--- src/rtl/vend_token_ctrl.sv ---
// Vending token controller: pops coin/select/cancel tokens from the upstream
// 8-bit token FIFO and maintains credit, dispense pulses and change return.
module vend_token_ctrl #(
  parameter int unsigned PRICE0     = 50,
  parameter int unsigned PRICE1     = 75,
  parameter int unsigned PRICE2     = 100,
  parameter int unsigned PRICE3     = 150,
  parameter int unsigned CREDIT_MAX = 200
) (
  input  logic       clk,
  input  logic       rst,
  input  logic       fifo_empty,
  input  logic [7:0] fifo_dout,
  output logic       fifo_rd,
  output logic [7:0] credit,
  output logic       vend,
  output logic [1:0] vend_id,
  output logic       change_5,
  output logic       coin_reject,
  output logic       sel_denied,
  output logic       busy
);

  typedef enum logic [1:0] {
    IDLE   = 2'd0,
    FETCH  = 2'd1,
    DECODE = 2'd2,
    CHANGE = 2'd3
  } state_t;

  localparam logic [1:0] TOK_COIN   = 2'b00;
  localparam logic [1:0] TOK_SELECT = 2'b01;
  localparam logic [1:0] TOK_CANCEL = 2'b10;

  localparam logic [8:0] CREDIT_MAX_9 = 9'(CREDIT_MAX);

  state_t     state_q, state_d;
  logic [7:0] credit_q, credit_d;
  logic       fifo_rd_q, fifo_rd_d;
  logic       vend_q, vend_d;
  logic [1:0] vend_id_q, vend_id_d;
  logic       change_5_q, change_5_d;
  logic       coin_reject_q, coin_reject_d;
  logic       sel_denied_q, sel_denied_d;
  logic       busy_q, busy_d;

  logic [8:0] coin_sum;
  logic [7:0] sel_price;
  logic [7:0] remainder;

  // Token payload bits [5:2] carry no meaning for this controller.
  logic unused_tok_bits;
  assign unused_tok_bits = ^fifo_dout[5:2];

  function automatic logic [7:0] coin_value(input logic [1:0] code);
    case (code)
      2'b00:   coin_value = 8'd5;
      2'b01:   coin_value = 8'd10;
      2'b10:   coin_value = 8'd25;
      default: coin_value = 8'd100;
    endcase
  endfunction

  function automatic logic [7:0] price_of(input logic [1:0] id);
    case (id)
      2'd0:    price_of = 8'(PRICE0);
      2'd1:    price_of = 8'(PRICE1);
      2'd2:    price_of = 8'(PRICE2);
      default: price_of = 8'(PRICE3);
    endcase
  endfunction

  // Next-state and next-output logic; every output is registered from these.
  always_comb begin
    state_d       = state_q;
    credit_d      = credit_q;
    fifo_rd_d     = 1'b0;
    vend_d        = 1'b0;
    vend_id_d     = 2'd0;
    change_5_d    = 1'b0;
    coin_reject_d = 1'b0;
    sel_denied_d  = 1'b0;
    coin_sum      = {1'b0, credit_q} + {1'b0, coin_value(fifo_dout[1:0])};
    sel_price     = price_of(fifo_dout[1:0]);
    remainder     = credit_q - sel_price;

    case (state_q)
      IDLE: begin
        if (!fifo_empty) begin
          state_d   = FETCH;
          fifo_rd_d = 1'b1;
        end
      end

      FETCH: state_d = DECODE;

      DECODE: begin
        state_d = IDLE;
        case (fifo_dout[7:6])
          TOK_COIN: begin
            if (coin_sum <= CREDIT_MAX_9) credit_d = coin_sum[7:0];
            else                          coin_reject_d = 1'b1;
          end
          TOK_SELECT: begin
            if (credit_q >= sel_price) begin
              credit_d  = remainder;
              vend_d    = 1'b1;
              vend_id_d = fifo_dout[1:0];
              // Change starts in the same cycle as the vend pulse.
              if (remainder != 8'd0) begin
                state_d    = CHANGE;
                change_5_d = 1'b1;
              end
            end else begin
              sel_denied_d = 1'b1;
            end
          end
          TOK_CANCEL: begin
            if (credit_q != 8'd0) begin
              state_d    = CHANGE;
              change_5_d = 1'b1;
            end
          end
          default: ;
        endcase
      end

      CHANGE: begin
        // Floor at zero so credit can never wrap, even if it were not a multiple of 5.
        if (credit_q <= 8'd5) begin
          credit_d = 8'd0;
          state_d  = IDLE;
        end else begin
          credit_d   = credit_q - 8'd5;
          change_5_d = 1'b1;
        end
      end

      default: state_d = IDLE;
    endcase

    busy_d = (state_d != IDLE);
  end

  // State and registered outputs; reset clears everything immediately.
  always_ff @(posedge clk or posedge rst) begin
    if (rst) begin
      state_q       <= IDLE;
      credit_q      <= 8'd0;
      fifo_rd_q     <= 1'b0;
      vend_q        <= 1'b0;
      vend_id_q     <= 2'd0;
      change_5_q    <= 1'b0;
      coin_reject_q <= 1'b0;
      sel_denied_q  <= 1'b0;
      busy_q        <= 1'b0;
    end else begin
      state_q       <= state_d;
      credit_q      <= credit_d;
      fifo_rd_q     <= fifo_rd_d;
      vend_q        <= vend_d;
      vend_id_q     <= vend_id_d;
      change_5_q    <= change_5_d;
      coin_reject_q <= coin_reject_d;
      sel_denied_q  <= sel_denied_d;
      busy_q        <= busy_d;
    end
  end

  assign fifo_rd     = fifo_rd_q;
  assign credit      = credit_q;
  assign vend        = vend_q;
  assign vend_id     = vend_id_q;
  assign change_5    = change_5_q;
  assign coin_reject = coin_reject_q;
  assign sel_denied  = sel_denied_q;
  assign busy        = busy_q;

endmodule

--- config.mk ---
export PLATFORM = sky130hd
export DESIGN_NAME = vend_token_ctrl
export DESIGN_NICKNAME = d
export VERILOG_FILES = /design/src/rtl/vend_token_ctrl.sv
export SDC_FILE = /design/constraint.sdc
export NUM_CORES = 1
export LEC_CHECK = 0
export ABC_AREA = 0
export CORE_ASPECT_RATIO = 0.7
export CORE_MARGIN = 8
export CORE_UTILIZATION = 45
export DETAILED_ROUTE_END_ITERATION = 8
export PLACE_DENSITY = 0.69
export SLEW_MARGIN = 20
export SYNTH_ARGS = -nofsm -noshare
export SYNTH_HDL_FRONTEND = slang
export SYNTH_SLANG_ARGS = --single-unit
export TNS_END_PERCENT = 100
--- constraint.sdc ---
create_clock -name clk -period 4.1 [get_ports clk]
set_clock_uncertainty 0.2 [all_clocks]
set_input_delay 0.82 -clock clk [delete_from_list [all_inputs] [get_ports clk]]
set_output_delay 0.82 -clock clk [all_outputs]
set_load 0.01 [all_outputs]
==> Word-level counts from Yosys, hierarchy flattened <==
Index checks and enable logic that the tools add are counted.
{ "word_totals": {"in_bits": 11, "romBits": 0, "n_memories": 0, "latch_bits": 0, "ramBits": 0, "ff_bits": 18, "out_inout_bits": 16, "word_cells": 67} }
{ "classes": {"add_sub_neg": 3, "muxes": 34, "shift": 0, "div_mod_pow": 0, "magnitude_cmp": 3, "mul": 0, "n_reduce_logical": 8, "eq_ne": 10, "bitwise": 0} }
{ "ops": {"columns": ["operator", "count"], "rows": [
  ["$pmux W8 S2", 2],
  ["$mux W8", 3],
  ["$pmux W8 S3", 1],
  ["$pmux W7 S3", 1],
  ["$mux W2", 8],
  ["$reduce_bool A8 Y1", 2],
  ["$mux W1", 15],
  ["$add A8 B8 Y9", 1],
  ["$le A9 B8 Y1 const B", 1],
  ["$eq A2 B2 Y1 const B", 4],
  ["$ge A8 B8 Y1", 1],
  ["$le A8 B3 Y1 const B", 1],
  ["$pmux W2 S4", 1],
  ["$sub A8 B3 Y8 const B", 1],
  ["$sub A8 B8 Y8", 1],
  ["$eq A2 B1 Y1 const B", 3],
  ["$logic_not A2 Y1", 3],
  ["$ne A3 B3 Y1 const B", 2],
  ["$pmux W1 S2", 2],
  ["$pmux W2 S2", 1],
  ["$reduce_and A4 Y1", 1],
  ["$reduce_bool A2 Y1", 2],
  ["$ne A3 B1 Y1 const B", 1]
]} }

==> Depth between registers and ports, before layout <==
Gate-level depths: netlist of run 1.
{ "depth": {"word_depth": 9, "depth_mapped": 13, "ltp_nobuf": 12} }

==> Worst setup path after synthesis of run 1 <==
No wires, ideal clock.
{ "synth_path": {"kind": "input-to-reg", "startpoint": "in fifo_dout[0]", "endpoint": "reg credit_q[0] (netlist: credit[0])", "arrival_ns": 2.957, "setup_time_ns": 0.073, "required_time_ns": 3.827, "cell_stages": 11, "n_path_buf": 1, "slack_ns": 0.870, "path_cell_list": "inv_1 ha_1 ha_1 or2_1 and3_1 o32ai_4 o21bai_4 o311ai_4 buf_6 nor2_1 a21oi_2"} }
{ "synth_between": {"elab_chain_len": 6, "word_cells_on_any_way": 16, "cone_classes": "2 x add/sub; 2 x order compare; 4 x eq/ne; 6 x mux; 2 x reduce/logical"} }
{ "synth_rtl": {"columns": ["element", "line", "rtl"], "rows": [
  ["from (decl)", "13", "input logic [7:0] fifo_dout,"],
  ["$eq A2 B2 Y1, or another cell as far along", "56, 65", null],
  ["$pmux W7 S3 or $pmux W8 S3 (tied branches)", "56, 65", null],
  ["$add A8 B8 Y9 or $sub A8 B8 Y8 (tied branches)", "83, 85", null],
  ["$le A9 B8 Y1, or another cell as far along", "101", "if (coin_sum <= CREDIT_MAX_9) credit_d = coin_sum[7:0];"],
  ["$ne A3 B3 Y1 (no line) or $pmux W8 S2 (tied branches)", null, null],
  ["$reduce_and A4 Y1 (no line) or $pmux W8 S2 (tied branches)", null, null],
  ["to (signal assigned)", "159", "credit_q <= credit_d;"],
  ["to (decl)", "38", "logic [7:0] credit_q, credit_d;"]
]} }
Several ways; a longest one is shown, not always the timed one. The select of a mux whose other input is x is not followed.
A chain may end at the register's enable or synchronous reset.

==> Worst setup path after layout of run 1 <==
{ "layout_path": {"startpoint": "in fifo_dout[0]", "endpoint": "reg credit_q[2] (netlist: credit[2])"} }
The elaborated chain is that of the path after synthesis.

==> results of run 1 <==
metal layers:
metal  up-vias  share of wire [%]  GRT usage, %
li1        860                  -             -
met1       785                 50          22.0
met2        71                 41          22.6
met3         4                8.3          3.78
met4         0               0.65          3.38
met5         -                  0             0
registers in the layout (all words and copies together), names as in the netlist:
| signal | count |
|---|---|
| busy | 1 |
| coin_reject | 1 |
| vend | 1 |
| change_5 | 1 |
| fifo_rd | 1 |
| state_q | 2 |
| vend_id | 2 |
| credit | 8 |
| sel_denied | 1 |
Yosys cell counts (all sizes together):
master	n
o21ba	1
or3	2
a211o	1
buf	2
or2	1
o32a	2
fa	2
a41oi	2
nand2b	2
and3	1
o2111ai	1
nor2	19
nand2	11
a21oi	16
clkbuf	1
xnor2	3
o211ai	4
dlygate4sd1	1
o21bai	2
inv	18
o31ai	2
dfrtp	18
nand3	7
mux2i	2
o311ai	1
o21a	2
and2	1
o32ai	1
ha	24
o22a	1
nor3	11
nor2b	4
a211oi	2
a31oi	4
a41o	1
o31a	3
and2b	1
xor2	6
nand4	2
a21o	3
nand3b	2
o22ai	4
o21ai	21
o211a	2
critical path, cell delays in order:
cell	delay (ns)
clkdlybuf4s50_1	0.51
ha_1	0.32
ha_1	0.23
inv_1	0.06
fa_1	0.41
a21oi_1	0.26
o22ai_1	0.19
o31a_1	0.30
a21o_1	0.20
o311ai_4	0.09
buf_12	0.18
a21oi_1	0.05
o22ai_1	0.16
final cells by class:
cell class / count / area share [%]
inverter: 18 / 3.04
timing repair buffer: 28 / 12.5
sequential: 18 / 20.3
clock buffer: 4 / 2.48
multi-input combinational: 177 / 58.8
tap: 52 / 2.93
logic make-up (layout without fill, tap and decap cells):
kind of cell               after synthesis  count (layout)  synth area share [%]
buffers and inverters                   22              50                  5.14
xor gates and xnor gates                 9               9                  4.26
muxes                                    2               2                  1.08
DFF                                     18              18                  24.3
and+or+nand+nor                         64              64                  16.6
adders and majority gates               26              26                  18.4
AOI/OAI and AO/OA                       76              76                  30.2
final timing paths:
| kind | startpoint | to |
|---|---|---|
| hold reg to reg | state_q[1] | fifo_rd |
| setup / recovery | fifo_dout[0] | credit[2] |
| max in group asynchronous | rst | vend_id[1] |
| setup reg to reg | credit[0] | credit[2] |
| min in group asynchronous | rst | credit[0] |
| hold / removal | state_q[1] | fifo_rd |
report_power, final:
| group | total (mW) | internal, mW | switching, mW |
|---|---|---|---|
| sequential | 0.350 | 0.239 | 0.111 |
| combinational | 1.22 | 0.552 | 0.667 |
| clock | 0.146 | 0.0854 | 0.0610 |
| total | 1.72 | 0.877 | 0.840 |
==> impl_metrics.json, run 1 <==
{
  "gp_congestion": 0.944,
  "ios": 27,
  "cp_max_fo": 16,
  "coreArea_um2": 3950,
  "maxCapViolCount": 0,
  "critPathArrivalTime_ns": 3.79,
  "post-place-cells": 293,
  "regArea_um2": 450,
  "firstDrtPassIters": 4,
  "cts_tree": "yes",
  "utilization_pct": 56.3,
  "start_util_pct": 46.9,
  "required_ns": 4.07,
  "htreeDepth": 1,
  "routed-via-count": 1720,
  "whs_ns": 0.390,
  "fp.dieW_um": 92.6,
  "cts-resized-gates": 0,
  "grt_pass1_vias": 1625,
  "gr-usage-all-layers_pct": 15.5,
  "power.leakage_nw": 0.982,
  "area_growth_pct": 20.0,
  "drive_gt1_share_pct": 7.35,
  "gr-total-overflow": 0,
  "min_path_cells": 1,
  "final_common_cell": "ha_1",
  "rows": 19,
  "antenna_cells": 0,
  "die_y_um": 69.7,
  "synth_top_cell_by_area": "dfrtp_1",
  "end_kind": "flip-flop",
  "mostFrequentLayoutCells": "ha_1, clkdlybuf4s50_1, o21ai_0",
  "dpl_worst_slack_ns": 0.0543,
  "clock-root-buffer": "clkbuf_8",
  "drc": 0,
  "fin_area_um2": 2220,
  "drt_iter0_markers": 135,
  "slew_headroom_pct": 53.9,
  "reg2reg_slack_ns": 1.04,
  "hp-class": "flip-flop to flip-flop",
  "synth_cells": 217,
  "routed_wire_length_per_instance_um": 16.1,
  "status": "completed",
  "min_period_ns": 3.82,
  "vias_per_cell": 5.79,
  "dieArea_um2": 6450,
  "grt_max_degree": 19,
  "drv_slew": 0,
  "clock.fmax_mhz": 262,
  "ff2ff_path_depth": 12,
  "setup_viol": 0,
  "ys_seq_area_share_pct": 24.3,
  "fin_ws_ns": 0.283,
  "power.total_mw": 1.72,
  "n_fill_cell": 376,
  "hpwl_um": 3870,
  "cts_hold_buf": 0,
  "drt_wl_total_um": 4790,
  "clk_latency_ns": 0.26,
  "cts_max_path_buffers": 2,
  "cts.sinks": 18,
  "place_area_um2": 2170,
  "synth.avg_cell_area_um2": 8.53,
  "antenna_found_initial": 0,
  "ys_seq_elements": 18,
  "fin_tns_setup_ns": 0,
  "synth_fp_nets": 254,
  "postCtsSetupBuffers": 0,
  "postRouteAntennaNets": 0,
  "yosysTopAreaCellShare_pct": 24.3,
  "synth_cell_type_count": 49,
  "cts-buffers-inserted": 3,
  "grt_pass1_wl_um": 8110,
  "critPathLaunchType": "input port",
  "final_cells": 297,
  "finalCritPeriodShare_pct": 93.1,
  "yosys_warnings": 0,
  "path_clk_slew_ns": 0.07,
  "num-nets-final": 283,
  "vdd.ir_drop.worst_v": 0.000431,
  "rsz0062_at_grt": "false",
  "port_buffers": 22,
  "multi_input_area_um2": 1310,
  "worstMarginPinSlew_ns": 0.691,
  "power.density_nw_per_um2": 773,
  "crit_type": "input port to flip-flop",
  "syn_area_um2": 1850,
  "hold_viol_final": 0,
  "synth.top_cells.by_area": "dfrtp_1, ha_1, o21ai_0"
}
(Power assumes the default switching activity.)
==> inputs of run 2 (changes only) <==
- CORE_MARGIN: 8 -> unset
==> impl_metrics.json, run 2 (synthesis results as in run 1) <==
{
  "clock-root-buffer": "clkbuf_8",
  "fin_tns_setup_ns": 0,
  "status": "completed",
  "port_buffers": 22,
  "min_to": "fifo_rd",
  "critPathArrivalTime_ns": 3.82,
  "maxCapViolCount": 0,
  "setup_viol": 0,
  "dieArea_um2": 4380,
  "required_ns": 4.08,
  "worstMarginPinSlew_ns": 0.667,
  "rows": 19,
  "cts-resized-gates": 0,
  "dpl_worst_slack_ns": 0.0353,
  "antenna_cells": 0,
  "hp-start": "state_q[1]",
  "fin_area_um2": 2210,
  "area_growth_pct": 19.6,
  "routed-via-count": 1677,
  "ios": 27,
  "min_path_cells": 1,
  "drt_wl_total_um": 4570,
  "hpwl_um": 3640,
  "coreArea_um2": 3920,
  "num-nets-final": 282,
  "fp.dieW_um": 78.6,
  "drt_iter0_markers": 97,
  "n_fill_cell": 370,
  "gr-usage-all-layers_pct": 22.9,
  "drive_gt1_share_pct": 6.97,
  "power.density_nw_per_um2": 773,
  "startpoint": "fifo_dout[0]",
  "gr-total-overflow": 0,
  "hp-class": "flip-flop to flip-flop",
  "cp_max_fo": 16,
  "drc": 0,
  "grt_pass1_wl_um": 7730,
  "postCtsSetupBuffers": 0,
  "cpPeakStageDelay_ns": 0.54,
  "firstDrtPassIters": 4,
  "largest_register_ffs": 8,
  "routed_wire_length_per_instance_um": 15.4,
  "clk_latency_ns": 0.26,
  "vias_per_cell": 5.67,
  "clock.fmax_mhz": 261,
  "reg2reg_slack_ns": 1.09,
  "reg2reg_from": "credit[0]",
  "finalCritPeriodShare_pct": 93.6,
  "vdd.ir_drop.worst_v": 0.000379,
  "drv_slew": 0,
  "cts_tree": "yes",
  "crit_type": "input port to flip-flop",
  "critPathSlowestCell": "clkdlybuf4s50_1",
  "cpMostUsedCell": "ha_1",
  "path_cells": "clkdlybuf4s50_1, inv_1, ha_1, ha_1, a211oi_1, o21ai_0, xor2_1, o21bai_4, o311ai_4, buf_12, a21oi_1, o22ai_1",
  "grt_max_degree": 19,
  "r2r-end": "credit[2]",
  "end_kind": "flip-flop",
  "critPathLaunchType": "input port",
  "slew_headroom_pct": 55.5,
  "place_area_um2": 2160,
  "hold_viol_final": 0,
  "gp_congestion": 0.923,
  "power.total_mw": 1.71,
  "multi_input_area_um2": 1310,
  "power.leakage_nw": 0.977,
  "final_common_cell": "ha_1",
  "cts-buffers-inserted": 3,
  "antenna_found_initial": 0,
  "mostFrequentLayoutCells": "ha_1, clkdlybuf4s50_1, o21ai_0",
  "cts_hold_buf": 0,
  "postRouteAntennaNets": 0,
  "die_y_um": 55.7,
  "htreeDepth": 1,
  "grt_pass1_vias": 1559,
  "cts_max_path_buffers": 2,
  "fin_ws_ns": 0.264,
  "ff2ff_path_depth": 12,
  "regArea_um2": 450,
  "min_period_ns": 3.84,
  "path_clk_slew_ns": 0.07,
  "cts.sinks": 18,
  "start_util_pct": 47.2,
  "rsz0062_at_grt": "false"
}
run 2: cell type report:
class                   instances  share of cell area [%]
multi-input cells             177                    59.0
flip-flops and latches         18                    20.4
repair buffers                 27                    12.2
inverters                      18                    3.05
well taps                      52                    2.94
clock buffers                   4                    2.49
run 2: worst max-delay path: cells and delay by family:
family	cells	cell delay, ns
compound gates	6	1.17
xor+xnor	1	0.30
fa+ha+maj	2	0.66
buf+inv	3	0.86
run 2: worst max path at each step:
stage	to	slack [ns]	cells after the start
final	credit[2]	0.26	12
after global routing	credit[4]	0.04	12
after CTS	credit[2]	0.30	12
after detailed placement	credit[2]	0.04	12
after global placement	credit[2]	0.05	12
after floorplan	credit[0]	0.87	11
run 2: stage by stage:
step | utilization (%) | instances | hold WS (ns)
after floorplan | - | 217 | 0.310
after global placement | 55.0 | 292 | 0.375
after detailed placement | 55.0 | 292 | 0.378
after CTS | 56.4 | 296 | 0.390
after global routing | 56.4 | 296 | 0.442
final | 56.4 | 296 | 0.380
run 2: layer usage:
layer	global-route usage (%)	wire length, um	up-vias
li1	-	-	852
met1	37.6	2490	761
met2	30.4	1820	57
met3	4.10	217	7
met4	4.76	50	0
met5	0	0	-
run 2: where the power goes:
part	total [mW]	switching [mW]	leakage (nW)	internal, mW
sequential	0.351	0.112	0.230	0.239
clock	0.147	0.0613	0.0288	0.0854
combinational	1.21	0.661	0.718	0.553
==> inputs of run 3 (changes only) <==
- ABC_AREA: 0 -> 1
- CORE_MARGIN: unset -> 4
==> impl_metrics.json, run 3 <==
{
  "status": "completed",
  "path_cells": "clkdlybuf4s50_1, inv_1, ha_1, inv_1, ha_1, inv_2, nor3_4, nand3_2, nand3_2, nor3_2, nor3_4, nand2_4, nand2_1, nand2_1",
  "synth_edf_count": 0,
  "yosys_warnings": 0,
  "finalCritPeriodShare_pct": 85.5,
  "antenna_cells": 0,
  "firstDrtPassIters": 4,
  "synth_most_common_cell": "nand2_1",
  "coreArea_um2": 4020,
  "htreeDepth": 1,
  "synth_cell_type_count": 31,
  "end_kind": "flip-flop",
  "rows": 19,
  "ios": 27,
  "required_ns": 4.04,
  "drt_iter0_markers": 97,
  "crit_type": "input port to flip-flop",
  "grt_pass1_wl_um": 7750,
  "cp_max_fo": 9,
  "ys_seq_area_share_pct": 23.4,
  "critPathArrivalTime_ns": 3.45,
  "vdd.ir_drop.worst_v": 0.000393,
  "gp_congestion": 0.877,
  "clkPwrFrac_pct": 8.6,
  "p_seq_share_pct": 21.5,
  "rsz0062_at_grt": "false",
  "num-nets-final": 344,
  "synth_top_cell_by_area": "dfrtp_1",
  "cts_hold_buf": 0,
  "gr-usage-all-layers_pct": 17.7,
  "cts.sinks": 18,
  "switchingPower_mw": 0.850,
  "port_buffers": 22,
  "critPathLaunchType": "input port",
  "grt_pass1_vias": 1606,
  "async_reset_ff_share_pct": 100,
  "drive_gt1_share_pct": 6.54,
  "multi_input_area_um2": 1330,
  "routed_wire_length_per_instance_um": 12.9,
  "hpwl_um": 3770,
  "largest_register_ffs": 8,
  "setup_viol": 0,
  "ys_seq_elements": 18,
  "cts-buffers-inserted": 3,
  "mostFrequentLayoutCells": "nand2_1, inv_1, nand3_1",
  "synth_cells": 282,
  "cts-resized-gates": 0,
  "min_period_ns": 3.51,
  "internal_power_mw": 0.813,
  "synth_fp_nets": 319,
  "cts_max_path_buffers": 2,
  "fp.dieW_um": 86.2,
  "maxCapViolCount": 0,
  "critPathTopFamily": "simple AND/OR/NAND/NOR gates",
  "antenna_found_initial": 0,
  "final_cells": 358,
  "area_growth_pct": 17.1,
  "synth_common_cells": "nand2_1, inv_1, nand3_1, nor2_1, ha_1",
  "clk_latency_ns": 0.25,
  "p_comb_share_pct": 69.8,
  "routed-via-count": 1879,
  "hp-class": "flip-flop to flip-flop",
  "clock.fmax_mhz": 285,
  "post-place-cells": 354,
  "synth.avg_cell_area_um2": 6.83,
  "vias_per_cell": 5.25,
  "power.leakage_nw": 1.21,
  "drv_slew": 0,
  "grt_max_degree": 19,
  "fin_tns_setup_ns": 0,
  "die_y_um": 62.8,
  "postCtsSetupBuffers": 0,
  "path_clk_slew_ns": 0.06,
  "dieArea_um2": 5410,
  "hold_viol_final": 0,
  "critPathSlowestCell": "clkdlybuf4s50_1",
  "cts_tree": "yes",
  "synth-main-ff-cell": "dfrtp_1",
  "worstMarginPinSlew_ns": 0.655,
  "synth.top_cells.by_area": "dfrtp_1, nand2_1, ha_1",
  "start_util_pct": 48.0,
  "postRouteAntennaNets": 0,
  "yosysTopAreaCellShare_pct": 23.4,
  "drc": 0,
  "drt_wl_total_um": 4620,
  "syn_area_um2": 1930,
  "clock-root-buffer": "clkbuf_8",
  "regArea_um2": 450,
  "p_sw_share_pct": 51.1,
  "n_fill_cell": 402,
  "slew_headroom_pct": 56.3,
  "cpPeakStageDelay_ns": 0.55,
  "gr-total-overflow": 0,
  "crit_buf_inv": 4,
  "final_common_cell": "nand2_1",
  "power.density_nw_per_um2": 737
}
run 3: per-layer routing:
layer,up-vias,global-route usage [%],part of all wire (%)
met4,0,0.584,0
li1,962,-,-
met2,63,24.9,40
met1,854,28.6,54
met5,-,0,0
met3,0,4.08,6.4
run 3: worst paths after layout:
| check | cells past startpoint | start | endpoint | slack, ns |
|---|---|---|---|---|
| max in group asynchronous | 2 | rst | credit[1] | 2.52 |
| min reg2reg | 1 | state_q[1] | fifo_rd | 0.28 |
| min | 1 | state_q[1] | fifo_rd | 0.28 |
| min in group asynchronous | 2 | rst | credit[7] | 0.75 |
| max reg2reg | 13 | credit[0] | credit[1] | 1.51 |
| max | 14 | fifo_dout[0] | credit[1] | 0.59 |
run 3: per-stage QoR:
| step | area, um2 | total power [mW] | setup slack, ns | util [%] | hold WS (ns) |
|---|---|---|---|---|---|
| 5_1_grt | 2260 | 1.84 | 0.369 | 56.2 | 0.319 |
| 6_report | 2260 | 1.66 | 0.594 | 56.2 | 0.284 |
| 3_3_place_gp | 2200 | 1.50 | 0.368 | 54.8 | 0.275 |
| 3_5_place_dp | 2200 | 1.51 | 0.335 | 54.8 | 0.279 |
| 2_1_floorplan | 1930 | 1.18 | 1.25 | - | 0.236 |
| 4_1_cts | 2260 | 1.66 | 0.590 | 56.2 | 0.288 |
run 3: cell type report:
cell class | instances | area share [%]
clock buffer | 4 | 2.44
tap | 52 | 2.88
inverter | 37 | 6.16
multi-input combinational | 225 | 58.8
timing repair buffer | 22 | 9.76
sequential | 18 | 20.0
run 3: kinds of logic after synthesis:
family / share of synthesized area [%]
DFF: 23.4
adders and majority gates: 17.7
buffers and inverters: 7.79
and+or+nand+nor: 40.2
xor gates and xnor gates: 4.09
AOI/OAI and AO/OA: 6.88
run 3: power by group through the flow:
stage	sequential, mW	combinational (mW)	clock, mW
finish	0.358	1.16	0.143
global route	0.374	1.31	0.154
CTS	0.359	1.15	0.147
floorplan	0.349	0.830	0
detailed placement	0.363	1.15	0
global placement	0.362	1.13	0
